===== src/rtl/terminal_writer_pkg.sv =====
// Shared constants, state encoding and row arithmetic helpers for the
// terminal_writer character front end.
package terminal_writer_pkg;

  localparam int DEF_COLS = 80;
  localparam int DEF_ROWS = 25;
  localparam int ROW_W    = 5;
  localparam int COL_W    = 7;

  localparam logic [7:0] CH_BS    = 8'h08;
  localparam logic [7:0] CH_LF    = 8'h0A;
  localparam logic [7:0] CH_FF    = 8'h0C;
  localparam logic [7:0] CH_CR    = 8'h0D;
  localparam logic [7:0] CH_SPACE = 8'h20;
  localparam logic [7:0] CH_TILDE = 8'h7E;

  typedef enum logic [1:0] {
    ST_CLEAR_SCREEN = 2'd0,
    ST_IDLE         = 2'd1,
    ST_CLEAR_LINE   = 2'd2
  } tw_state_e;

  // Next physical row with wrap at the VRAM row count.
  function automatic logic [ROW_W-1:0] row_inc(input logic [ROW_W-1:0] r,
                                               input logic [ROW_W:0]   rows);
    if ({1'b0, r} == (rows - 6'd1)) begin
      row_inc = {ROW_W{1'b0}};
    end else begin
      row_inc = r + 5'd1;
    end
  endfunction

  // (top + cur) mod rows by compare-and-subtract; both operands are < rows.
  function automatic logic [ROW_W-1:0] phys_row(input logic [ROW_W-1:0] top,
                                                input logic [ROW_W-1:0] cur,
                                                input logic [ROW_W:0]   rows);
    logic [ROW_W:0] sum;
    sum = {1'b0, top} + {1'b0, cur};
    if (sum >= rows) begin
      sum = sum - rows;
    end else begin
      sum = sum;
    end
    phys_row = sum[ROW_W-1:0];
  endfunction

endpackage


===== src/rtl/terminal_writer_clear_sweep.sv =====
// Row-major row/col counter used for both the single-line and full-screen
// blank fills. The current position is valid in the start cycle itself.
module clear_sweep
  import terminal_writer_pkg::*;
#(
  parameter int COLS = DEF_COLS,
  parameter int ROWS = DEF_ROWS
) (
  input  logic             clk,
  input  logic             reset_low,
  input  logic             start,
  input  logic [ROW_W-1:0] base_row,
  input  logic [ROW_W:0]   row_count,
  output logic             valid,
  output logic [ROW_W-1:0] row,
  output logic [COL_W-1:0] col,
  output logic             done
);

  localparam logic [COL_W-1:0] LAST_COL = 7'(COLS - 1);
  localparam logic [ROW_W:0]   ROWS_W   = 6'(ROWS);

  logic             busy_r;
  logic [ROW_W-1:0] row_r;
  logic [COL_W-1:0] col_r;
  logic [ROW_W:0]   left_r;
  logic [ROW_W:0]   left_s;

  // Present the start position directly so the first write needs no extra cycle.
  always_comb begin
    if (start) begin
      row    = base_row;
      col    = {COL_W{1'b0}};
      left_s = row_count;
    end else begin
      row    = row_r;
      col    = col_r;
      left_s = left_r;
    end
    valid = start | busy_r;
    done  = valid && (col == LAST_COL) && (left_s == 6'd1);
  end

  // Advance one column per valid cycle, stepping rows at the line end.
  always_ff @(posedge clk) begin
    if (!reset_low) begin
      busy_r <= 1'b0;
      row_r  <= {ROW_W{1'b0}};
      col_r  <= {COL_W{1'b0}};
      left_r <= {(ROW_W+1){1'b0}};
    end else if (valid) begin
      if (col == LAST_COL) begin
        col_r  <= {COL_W{1'b0}};
        row_r  <= row_inc(row, ROWS_W);
        left_r <= left_s - 6'd1;
        busy_r <= (left_s != 6'd1);
      end else begin
        col_r  <= col + 7'd1;
        row_r  <= row;
        left_r <= left_s;
        busy_r <= 1'b1;
      end
    end else begin
      busy_r <= busy_r;
    end
  end

endmodule


===== src/rtl/terminal_writer.sv =====
// Byte-stream terminal front end: interprets printable/control characters,
// owns the VRAM write port, the cursor and the hardware scroll origin.
module terminal_writer
  import terminal_writer_pkg::*;
#(
  parameter int COLS = DEF_COLS,
  parameter int ROWS = DEF_ROWS
) (
  input  logic             clk,
  input  logic             reset_low,
  input  logic             in_valid,
  input  logic [7:0]       in_char,
  output logic             in_ready,
  output logic [ROW_W-1:0] top_row,
  output logic [ROW_W-1:0] cursor_row,
  output logic [COL_W-1:0] cursor_col,
  output logic             write_ce,
  output logic [ROW_W-1:0] write_row,
  output logic [COL_W-1:0] write_col,
  output logic [7:0]       write_char
);

  localparam logic [COL_W-1:0] LAST_COL = 7'(COLS - 1);
  localparam logic [ROW_W-1:0] LAST_ROW = 5'(ROWS - 1);
  localparam logic [ROW_W:0]   ROWS_W   = 6'(ROWS);

  tw_state_e        state_r, state_s;
  logic [ROW_W-1:0] top_row_r, top_row_s;
  logic [ROW_W-1:0] cursor_row_r, cursor_row_s;
  logic [COL_W-1:0] cursor_col_r, cursor_col_s;
  logic [ROW_W-1:0] line_base_r, line_base_s;
  logic             pend_r, pend_s;
  logic             last_r;

  logic             write_ce_r, write_ce_s;
  logic [ROW_W-1:0] write_row_r, write_row_s;
  logic [COL_W-1:0] write_col_r, write_col_s;
  logic [7:0]       write_char_r, write_char_s;

  logic             sw_start_s;
  logic [ROW_W-1:0] sw_base_s;
  logic [ROW_W:0]   sw_count_s;
  logic             sw_valid_s;
  logic [ROW_W-1:0] sw_row_s;
  logic [COL_W-1:0] sw_col_s;
  logic             sw_done_s;

  logic             accept_s;
  logic             printable_s;
  logic             newline_s;
  logic             defer_s;
  logic [ROW_W-1:0] phys_row_s;

  assign in_ready    = (state_r == ST_IDLE);
  assign accept_s    = in_valid && (state_r == ST_IDLE);
  assign printable_s = (in_char >= CH_SPACE) && (in_char <= CH_TILDE);
  assign phys_row_s  = phys_row(top_row_r, cursor_row_r, ROWS_W);

  assign top_row    = top_row_r;
  assign cursor_row = cursor_row_r;
  assign cursor_col = cursor_col_r;
  assign write_ce   = write_ce_r;
  assign write_row  = write_row_r;
  assign write_col  = write_col_r;
  assign write_char = write_char_r;

  clear_sweep #(
    .COLS (COLS),
    .ROWS (ROWS)
  ) u_sweep (
    .clk       (clk),
    .reset_low (reset_low),
    .start     (sw_start_s),
    .base_row  (sw_base_s),
    .row_count (sw_count_s),
    .valid     (sw_valid_s),
    .row       (sw_row_s),
    .col       (sw_col_s),
    .done      (sw_done_s)
  );

  // Next state, cursor/scroll updates and sweep launch.
  always_comb begin
    state_s      = state_r;
    top_row_s    = top_row_r;
    cursor_row_s = cursor_row_r;
    cursor_col_s = cursor_col_r;
    line_base_s  = line_base_r;
    pend_s       = pend_r;
    sw_start_s   = 1'b0;
    sw_base_s    = {ROW_W{1'b0}};
    sw_count_s   = 6'd1;
    newline_s    = 1'b0;
    defer_s      = 1'b0;

    case (state_r)
      ST_IDLE: begin
        if (accept_s) begin
          if (printable_s) begin
            // A wrap-triggered clear waits one cycle so the printable lands first.
            if (cursor_col_r == LAST_COL) begin
              cursor_col_s = {COL_W{1'b0}};
              newline_s    = 1'b1;
              defer_s      = 1'b1;
            end else begin
              cursor_col_s = cursor_col_r + 7'd1;
            end
          end else begin
            case (in_char)
              CH_CR: cursor_col_s = {COL_W{1'b0}};
              CH_LF: newline_s = 1'b1;
              CH_BS: begin
                if (cursor_col_r != 7'd0) begin
                  cursor_col_s = cursor_col_r - 7'd1;
                end else begin
                  cursor_col_s = cursor_col_r;
                end
              end
              CH_FF: begin
                state_s    = ST_CLEAR_SCREEN;
                sw_start_s = 1'b1;
                sw_base_s  = {ROW_W{1'b0}};
                sw_count_s = ROWS_W;
              end
              default: cursor_col_s = cursor_col_r;
            endcase
          end
        end else begin
          state_s = ST_IDLE;
        end
      end
      ST_CLEAR_LINE, ST_CLEAR_SCREEN: begin
        if (pend_r) begin
          pend_s     = 1'b0;
          sw_start_s = 1'b1;
          if (state_r == ST_CLEAR_LINE) begin
            sw_base_s  = line_base_r;
            sw_count_s = 6'd1;
          end else begin
            sw_base_s  = {ROW_W{1'b0}};
            sw_count_s = ROWS_W;
          end
        end else begin
          pend_s = 1'b0;
        end
        // last_r marks the cycle after the final blank write.
        if (last_r) begin
          state_s = ST_IDLE;
          if (state_r == ST_CLEAR_SCREEN) begin
            top_row_s    = {ROW_W{1'b0}};
            cursor_row_s = {ROW_W{1'b0}};
            cursor_col_s = {COL_W{1'b0}};
          end else begin
            top_row_s = top_row_r;
          end
        end else begin
          state_s = state_r;
        end
      end
      default: begin
        state_s = ST_CLEAR_SCREEN;
        pend_s  = 1'b1;
      end
    endcase

    // Bottom-row newline scrolls: the old top row becomes the new bottom line.
    if (newline_s) begin
      if (cursor_row_r != LAST_ROW) begin
        cursor_row_s = cursor_row_r + 5'd1;
      end else begin
        top_row_s = row_inc(top_row_r, ROWS_W);
        state_s   = ST_CLEAR_LINE;
        if (defer_s) begin
          pend_s      = 1'b1;
          line_base_s = top_row_r;
        end else begin
          sw_start_s = 1'b1;
          sw_base_s  = top_row_r;
          sw_count_s = 6'd1;
        end
      end
    end else begin
      cursor_row_s = cursor_row_s;
    end
  end

  // Write-port source select: accepted printable or the blank sweep.
  always_comb begin
    write_ce_s   = 1'b0;
    write_row_s  = write_row_r;
    write_col_s  = write_col_r;
    write_char_s = write_char_r;
    if (accept_s && printable_s) begin
      write_ce_s   = 1'b1;
      write_row_s  = phys_row_s;
      write_col_s  = cursor_col_r;
      write_char_s = in_char;
    end else if (sw_valid_s) begin
      write_ce_s   = 1'b1;
      write_row_s  = sw_row_s;
      write_col_s  = sw_col_s;
      write_char_s = CH_SPACE;
    end else begin
      write_ce_s = 1'b0;
    end
  end

  // State and output registers; reset restarts the full-screen clear.
  always_ff @(posedge clk) begin
    if (!reset_low) begin
      state_r      <= ST_CLEAR_SCREEN;
      top_row_r    <= {ROW_W{1'b0}};
      cursor_row_r <= {ROW_W{1'b0}};
      cursor_col_r <= {COL_W{1'b0}};
      line_base_r  <= {ROW_W{1'b0}};
      pend_r       <= 1'b1;
      last_r       <= 1'b0;
      write_ce_r   <= 1'b0;
      write_row_r  <= {ROW_W{1'b0}};
      write_col_r  <= {COL_W{1'b0}};
      write_char_r <= 8'h00;
    end else begin
      state_r      <= state_s;
      top_row_r    <= top_row_s;
      cursor_row_r <= cursor_row_s;
      cursor_col_r <= cursor_col_s;
      line_base_r  <= line_base_s;
      pend_r       <= pend_s;
      last_r       <= sw_done_s;
      write_ce_r   <= write_ce_s;
      write_row_r  <= write_row_s;
      write_col_r  <= write_col_s;
      write_char_r <= write_char_s;
    end
  end

endmodule


===== config.mk =====
export PLATFORM = sky130hd
export DESIGN_NAME = terminal_writer
export DESIGN_NICKNAME = d
export VERILOG_FILES = /design/src/rtl/terminal_writer_pkg.sv /design/src/rtl/terminal_writer_clear_sweep.sv /design/src/rtl/terminal_writer.sv
export SDC_FILE = /design/constraint.sdc
export NUM_CORES = 1
export LEC_CHECK = 0
export ABC_AREA = 1
export BUFFER_PORTS_ARGS = -buffer_cell sky130_fd_sc_hd__buf_2
export CAP_MARGIN = 10
export CORE_UTILIZATION = 60
export CTS_CLUSTER_SIZE = 30
export DETAILED_ROUTE_END_ITERATION = 10
export MAX_ROUTING_LAYER = met4
export PLACE_DENSITY = 0.88
export REMOVE_ABC_BUFFERS = 1
export SLEW_MARGIN = 25
export SYNTH_ARGS = -nofsm -noshare
export SYNTH_HDL_FRONTEND = slang
export SYNTH_HIERARCHICAL = 1
export SYNTH_SLANG_ARGS = --single-unit

===== constraint.sdc =====
create_clock -name clk -period 6.9 [get_ports clk]
set_input_delay 0.69 -clock clk [delete_from_list [all_inputs] [get_ports clk]]
set_output_delay 0.69 -clock clk [all_outputs]
set_load 0.03 [all_outputs]

Word level (Yosys, flattened, before mapping)
Cells that the tools add are included.
{"block": "word_totals", "ff_bits": 66, "input_bits": 11}
{"block": "classes", "addsub": 9, "n_lt_le_gt_ge": 3, "n_eq_ne": 18, "n_mux": 78, "n_bitwise": 2, "reduce_logical": 12}
{"operator": "5-bit 2-to-1 mux", "n": 28}
{"operator": "7-bit 2-to-1 mux", "n": 10}
{"operator": "8-bit by 4-bit == test with 1-bit output, second input constant", "n": 4}
{"operator": "6-bit 2-to-1 mux", "n": 5}
{"operator": "7-bit one-hot mux with 2 select lines", "n": 2}
{"operator": "1-bit 2-to-1 mux", "n": 21}
{"operator": "8-bit 2-to-1 mux", "n": 2}
{"operator": "5-bit by 1-bit adder with 5-bit output, second input constant", "n": 3}
{"operator": "7-bit by 1-bit adder with 7-bit output, second input constant", "n": 2}
{"operator": "7-bit == test, second input constant", "n": 2}
{"operator": "2-bit 2-to-1 mux", "n": 6}
{"operator": "5-bit == test, second input constant", "n": 2}
{"operator": "5-bit one-hot mux with 2 select lines", "n": 1}
{"operator": "8-bit by 6-bit >= comparator with 1-bit output, second input constant", "n": 1}
{"operator": "8-bit by 7-bit less-or-equal comparator with 1-bit output, second input constant", "n": 1}
{"operator": "7-bit nonzero test", "n": 1}
{"operator": "7-bit by 1-bit subtractor with 7-bit output, second input constant", "n": 1}
{"operator": "5-bit by 5-bit adder with 6-bit output", "n": 1}
{"operator": "6-bit by 1-bit == test with 1-bit output, second input constant", "n": 1}
{"operator": "6-bit by 5-bit >= comparator with 1-bit output, second input constant", "n": 1}
{"operator": "6-bit by 1-bit inequality test with 1-bit output, second input constant", "n": 1}
{"operator": "6-bit AND reduction", "n": 1}
{"operator": "6-bit by 1-bit subtractor with 6-bit output, second input constant", "n": 1}
{"operator": "1-bit logical AND", "n": 5}
{"operator": "16 further kinds", "n": 19}

Longest topological paths before layout
{"block": "logic_depth", "depth_word": 12, "depth_mapped": 22, "ltp_nobuf": 19}

Hierarchy
The synthesis kept the hierarchy.
{"module": "terminal_writer", "instances": 1, "cells_per_inst": 434, "area_per_inst_um2": 3031.7}
{"module": "clear_sweep", "instances": 1, "cells_per_inst": 230, "area_per_inst_um2": 1413.9}

Worst setup path after synthesis
No wires, ideal clock.
{"block": "synth_path", "path_kind": "register to register", "from": "register cursor_col_r[0] (netlist: cursor_col[0])", "to": "register write_col_r[4] (netlist: write_col[4])", "t_arrival_ps": 3092, "t_required_ps": 6767, "slack_ps": 3676, "path_stages_with_launch": 21, "period_less_slack_ps": 3224, "cell_sequence": "dfxtp_1 -> ha_1 -> nand3_4 -> nor3_4 -> inv_2 -> nor2_4 -> inv_4 -> nand2_1 -> nand3_1 -> nand2_1 -> buf_6 -> nor2_4 -> inv_1 -> buf_2 -> buf_1 -> inv_1 -> nand2_2 -> inv_2 -> buf_2 -> nand2_1 -> a31oi_1"}
{"block": "synth_between", "elab_cells_between_ends": 16}
{"item": "start: declaration", "line_no": "terminal_writer.sv:30", "rtl": "logic [COL_W-1:0] cursor_col_r, cursor_col_s;"}
{"item": "start signal: assignment", "line_no": "terminal_writer.sv:214", "rtl": "cursor_col_r <= {COL_W{1'b0}};"}
{"item": "start signal: assignment", "line_no": "terminal_writer.sv:226", "rtl": "cursor_col_r <= cursor_col_s;"}
{"item": "7-bit == test (*)", "line_no": "terminal_writer.sv:101", "rtl": "if (cursor_col_r == LAST_COL) begin"}
{"item": "1-bit 2-to-1 mux (*)", "line_no": "terminal_writer.sv:101"}
{"item": "1-bit 2-to-1 mux", "line_no": "terminal_writer.sv:99", "rtl": "if (printable_s) begin"}
{"item": "1-bit 2-to-1 mux", "line_no": "terminal_writer.sv:98", "rtl": "if (accept_s) begin"}
{"item": "1-bit 2-to-1 mux", "line_no": "terminal_writer.sv:96", "rtl": "case (state_r)"}
{"item": "1-bit 2-to-1 mux", "line_no": "terminal_writer.sv:173", "rtl": "if (defer_s) begin"}
{"item": "1-bit 2-to-1 mux", "line_no": "terminal_writer.sv:168", "rtl": "if (cursor_row_r != LAST_ROW) begin"}
{"item": "1-bit 2-to-1 mux (*)", "line_no": "terminal_writer.sv:167", "rtl": "if (newline_s) begin"}
{"item": "named net sw_start_s", "line_no": "terminal_writer.sv:40", "rtl": "logic sw_start_s;"}
{"item": "1-bit OR (*)", "line_no": "terminal_writer_clear_sweep.sv:40", "rtl": "valid = start | busy_r;"}
{"item": "named net sw_valid_s", "line_no": "terminal_writer.sv:43", "rtl": "logic sw_valid_s;"}
{"item": "2-bit nonzero test (no source line) (*)"}
{"item": "end signal: assignment", "line_no": "terminal_writer.sv:220", "rtl": "write_col_r <= {COL_W{1'b0}};"}
{"item": "end signal: assignment", "line_no": "terminal_writer.sv:232", "rtl": "write_col_r <= write_col_s;"}
{"item": "end: declaration", "line_no": "terminal_writer.sv:37", "rtl": "logic [COL_W-1:0] write_col_r, write_col_s;"}
Mark *: on every way through the listed nets, which the timed path passes. The rest lies on a longest branch. The select of a mux whose other input is x is not followed.
A chain may end at the register's enable or synchronous reset.

Worst setup path in the final report
{"block": "layout_path", "from": "register cursor_col_r[0] (netlist: cursor_col[0])", "to": "register u_sweep.row_r[4]"}
{"block": "layout_between", "elab_chain_len": 12, "elab_cells_between_ends": 22}
{"item": "7-bit == test (*)", "line_no": "terminal_writer.sv:101"}
{"item": "1-bit 2-to-1 mux (*)", "line_no": "terminal_writer.sv:101"}
{"item": "1-bit 2-to-1 mux", "line_no": "terminal_writer.sv:99"}
{"item": "1-bit 2-to-1 mux", "line_no": "terminal_writer.sv:98"}
{"item": "1-bit 2-to-1 mux", "line_no": "terminal_writer.sv:96"}
{"item": "1-bit 2-to-1 mux", "line_no": "terminal_writer.sv:173"}
{"item": "1-bit 2-to-1 mux", "line_no": "terminal_writer.sv:168"}
{"item": "1-bit 2-to-1 mux (*)", "line_no": "terminal_writer.sv:167"}
{"item": "named net sw_start_s", "line_no": "terminal_writer.sv:40"}
{"item": "5-bit 2-to-1 mux", "line_no": "terminal_writer_clear_sweep.sv:31", "rtl": "if (start) begin"}
{"item": "5-bit by 1-bit adder with 5-bit output / 5-bit == test (equally long branches)", "line_no": "terminal_writer_pkg.sv:29, terminal_writer_pkg.sv:26"}
{"item": "5-bit 2-to-1 mux", "line_no": "terminal_writer_pkg.sv:26", "rtl": "if ({1'b0, r} == (rows - 6'd1)) begin"}
{"item": "5-bit 2-to-1 mux", "line_no": "terminal_writer_clear_sweep.sv:52", "rtl": "if (col == LAST_COL) begin"}
{"item": "end signal: assignment", "line_no": "terminal_writer_clear_sweep.sv:48", "rtl": "row_r <= {ROW_W{1'b0}};"}
{"item": "end signal: assignment", "line_no": "terminal_writer_clear_sweep.sv:54", "rtl": "row_r <= row_inc(row, ROWS_W);"}
{"item": "end signal: assignment", "line_no": "terminal_writer_clear_sweep.sv:59", "rtl": "row_r <= row;"}
{"item": "end: declaration", "line_no": "terminal_writer_clear_sweep.sv:24", "rtl": "logic [ROW_W-1:0] row_r;"}
Mark *: on every way through the listed nets, which the timed path passes. The rest lies on a longest branch.

==> impl_metrics.csv <==
group,metric,value,unit
floorplan,fp.dieW,88.1,um
global_routing,gr-total-overflow,0,
placement,port-buffer-count,49,
clock_network,clk_pin_slew,0.07,ns
clock_network,cts.sink_count,66,
yosys,synthArstFlopShare,0,%
global_routing,gr-max-usage-layer,"met2",
global_routing,grt_pass1_vias,3979,
worst_setup_path,critical_path_arrival,4.09,ns
timing,report.final.setup_viol,0,
timing,rsz0062_at_grt,"no",
clock_network,ctsHoldBuffers,0,
clock_network,post_cts_buffers,0,
route,firstDrtPassIters,7,
global_routing,antenna_found_initial,0,
route,routed_wl,11000,um
floorplan,num_rows,31,
global_routing,grt_pass1_wl,18000,um
pwr,powerDensity,159,mW/mm^2
pwr,power_switching,0.000207,W
pwr,p_clk_share,39.5,%
pwr,power.total,0.000771,W
route,drc,0,
worst_setup_path,start_kind,"flop",
route,wl_per_cell,13.7,um
floorplan,fp.dieArea,0.00776,sq mm
global_routing,grt_max_degree,32,
placement,hpwl,7900,um
yosys,synth_area_per_cell,6.70,sq um
clock_network,cts_tree,"done",
pwr,power.leakage,2.13,nW
clock_network,clk_path_buf_depth,2,
timing,finalMaxSlewViolations,0,
yosys,dominantRegCellSynth,"dfxtp_1",
worst_setup_path,worstSetupEndpointType,"flop",
global_routing,met2_usage,48.8,%
yosys,synth_cell_types,45,
job,drv_cap,0,
route,avgViaCountPerCell,5.59,
yosys,yosys_warnings,6,
floorplan,die_h,88.1,um
yosys,yosysSeqAreaShare,29.7,%
floorplan,core,0.00721,sq mm
yosys,ys_ff_latch,66,
clock_network,ctsResizeCount,0,
clock_network,clock_latency,0.35,ns
pwr,intPower,0.000563,W
worst_setup_path,crit_fanout,29,
clock_network,cts_made_buffers,9,
timing,fin_setup_tns,0,ns
run_status,outcome,"complete, no violations",
cells_and_area,diodes,0,
worst_setup_path,worst_ep_required_time,7.17,ns
global_routing,grt_usage,30.6,%
clock_network,root_buffer,"clkbuf_8",
yosys,synth_area,0.00445,sq mm
worst_setup_path,path_class,"reg -> reg",
global_routing,use_met3,6.60,%
route,drt_iter0_markers,348,
route,num_vias,4502,
hold_path,hp-class,"reg -> reg",
global_routing,grt_use_met1,38.3,%
clock_network,cts-htree-levels,3,
timing,hold_viol_final,0,
pwr,seq_power_share,51.1,%
yosys,netlist_instances,664,
floorplan,ios,50,
timing,fin_crit_sh,55.2,%
cells_and_area,drive_above_1_share,17.0,%
timing,worstMarginPinSlew,0.961,ns
pwr,peakVddDrop,108,uV
timing,max_slew_margin,35.6,%
route,ant_nets,0,
pwr,power_frac_comb,9.5,%
worst_setup_path,r2r_slack,3.09,ns
cells_and_area,area_growth_syn_to_layout,8.81,%
cells_and_area,fin_nets,735,
yosys,synth_edf_count,0,
timing,max_freq,0.262,GHz
floorplan,initial_core_util,61.6,%
placement,routabilityCongestion,0.993,
timing,finClkSkew,0.0115,ns
timing,period_minus_slack,3.81,ns
pwr,p_sw_share,26.9,%
[flip-flops by register name, summed over array words and instances, names as in the netlist]
signal          cells
state_r             2
u_sweep/left_r      6
write_row           5
u_sweep/col_r       7
top_row             5
write_char          8
write_col           7
pend_r              1
u_sweep/row_r       5
u_sweep/busy_r      1
cursor_row          5
write_ce            1
cursor_col          7
line_base_r         5
last_r              1
[per-layer routing]
| layer | share of wire, % | vias up |
|---|---|---|
| li1 | - | 2238 |
| met1 | 44 | 2052 |
| met2 | 47 | 189 |
| met3 | 7.1 | 23 |
| met4 | 1.9 | 0 |
| met5 | 0 | - |
[cells in the final DEF (no fill, tap or decap), drive strengths merged, types with 3 or more instances in the layout]
cell,count
nor2,75
xnor2,4
xor2,7
a21oi,47
a31oi,9
clkbuf,12
dfxtp,66
nand4,16
o21ai,53
nand2,180
buf,50
nor3,16
o21a,4
inv,81
nand3,50
ha,19
conb,4
o21bai,3
[synthesized netlist by cell type (5+ instances only)]
| cell type | count | share of area (%) |
|---|---|---|
| inv_1 | 76 | 6.4 |
| nand2_1 | 168 | 14 |
| inv_2 | 5 | 0.42 |
| buf_6 | 6 | 1.5 |
| nor2_2 | 10 | 1.4 |
| nor2_1 | 59 | 5.0 |
| nor2_4 | 5 | 1.3 |
| o21ai_2 | 7 | 1.4 |
| ha_1 | 19 | 5.3 |
| nand4_1 | 15 | 2.1 |
| a21oi_2 | 6 | 1.2 |
| clkbuf_1 | 7 | 0.59 |
| o21ai_0 | 36 | 4.1 |
| o21ai_1 | 10 | 1.1 |
| xor2_1 | 7 | 1.4 |
| nand3_1 | 46 | 5.2 |
| nand2_2 | 11 | 1.5 |
| a21oi_1 | 41 | 4.6 |
| a31oi_1 | 9 | 1.3 |
| dfxtp_1 | 66 | 30 |
| nor3_1 | 13 | 1.5 |
| buf_2 | 6 | 0.68 |
[through the flow]
| stage | setup slack [ns] | instances | hold slack (ns) | util (%) | area [sq um] |
|---|---|---|---|---|---|
| 6_report | 3.09 | 806 | 0.446 | 67.0 | 4840 |
| 5_1_grt | 2.79 | 806 | 0.467 | 67.0 | 4840 |
| 4_1_cts | 3.18 | 806 | 0.452 | 67.0 | 4840 |
| 3_5_place_dp | 3.03 | 792 | 0.440 | 64.6 | 4660 |
| 3_3_place_gp | 3.23 | 792 | 0.447 | 64.6 | 4660 |
| 2_1_floorplan | 3.17 | 643 | 0.444 | - | 4280 |
[worst paths after layout]
path	start	end	cells past startpoint
max	cursor_col[0]	u_sweep/row_r[4]	18
min	write_char[7]	write_char[7]	2
max reg2reg	cursor_col[0]	u_sweep/row_r[4]	18
min reg2reg	write_char[7]	write_char[7]	2
[cells by family after synthesis]
kind of cell,synth area share (%)
and+or+nand+nor,35.7
AOI/OAI and AO/OA,15.6
buffers and inverters,10.8
DFF,29.7
adders and majority gates,5.80
xor gates and xnor gates,2.17
other,0.169
[layout make-up]
class / instances / area, sq um
multi-input cells: 495 / 2650
well taps: 99 / 124
fillers: 633 / 2380
flip-flops and latches: 66 / 1320
inverters: 82 / 310
repair buffers: 50 / 253
clock inverters: 2 / 12.5
clock buffers: 12 / 165
[power groups by stage]
| stage | logic [W] | clock network [W] | registers, W |
|---|---|---|---|
| after floorplan | 0.0000448 | 0 | 0.000405 |
| after global placement | 0.0000688 | 0 | 0.000402 |
| after detailed placement | 0.0000711 | 0 | 0.000402 |
| after CTS | 0.0000713 | 0.000306 | 0.000393 |
| after global routing | 0.0000811 | 0.000322 | 0.000394 |
| final | 0.0000731 | 0.000304 | 0.000393 |
[critical path, stage by stage (launching register included)]
cell and delay, ns:
dfxtp_1 0.50, ha_1 0.29, nand3_4 0.11, nor3_4 0.28, inv_2 0.09, nor2_4 0.17, inv_4 0.07, nand2_1 0.11
nand3_1 0.10, nand2_1 0.08, buf_4 0.34, inv_1 0.32, nand2_1 0.20, nor2_2 0.06, nand2_1 0.32, nand2_1 0.22
nand2_1 0.22, nand3_1 0.09, a21oi_1 0.13
(Power assumes the default switching activity.)
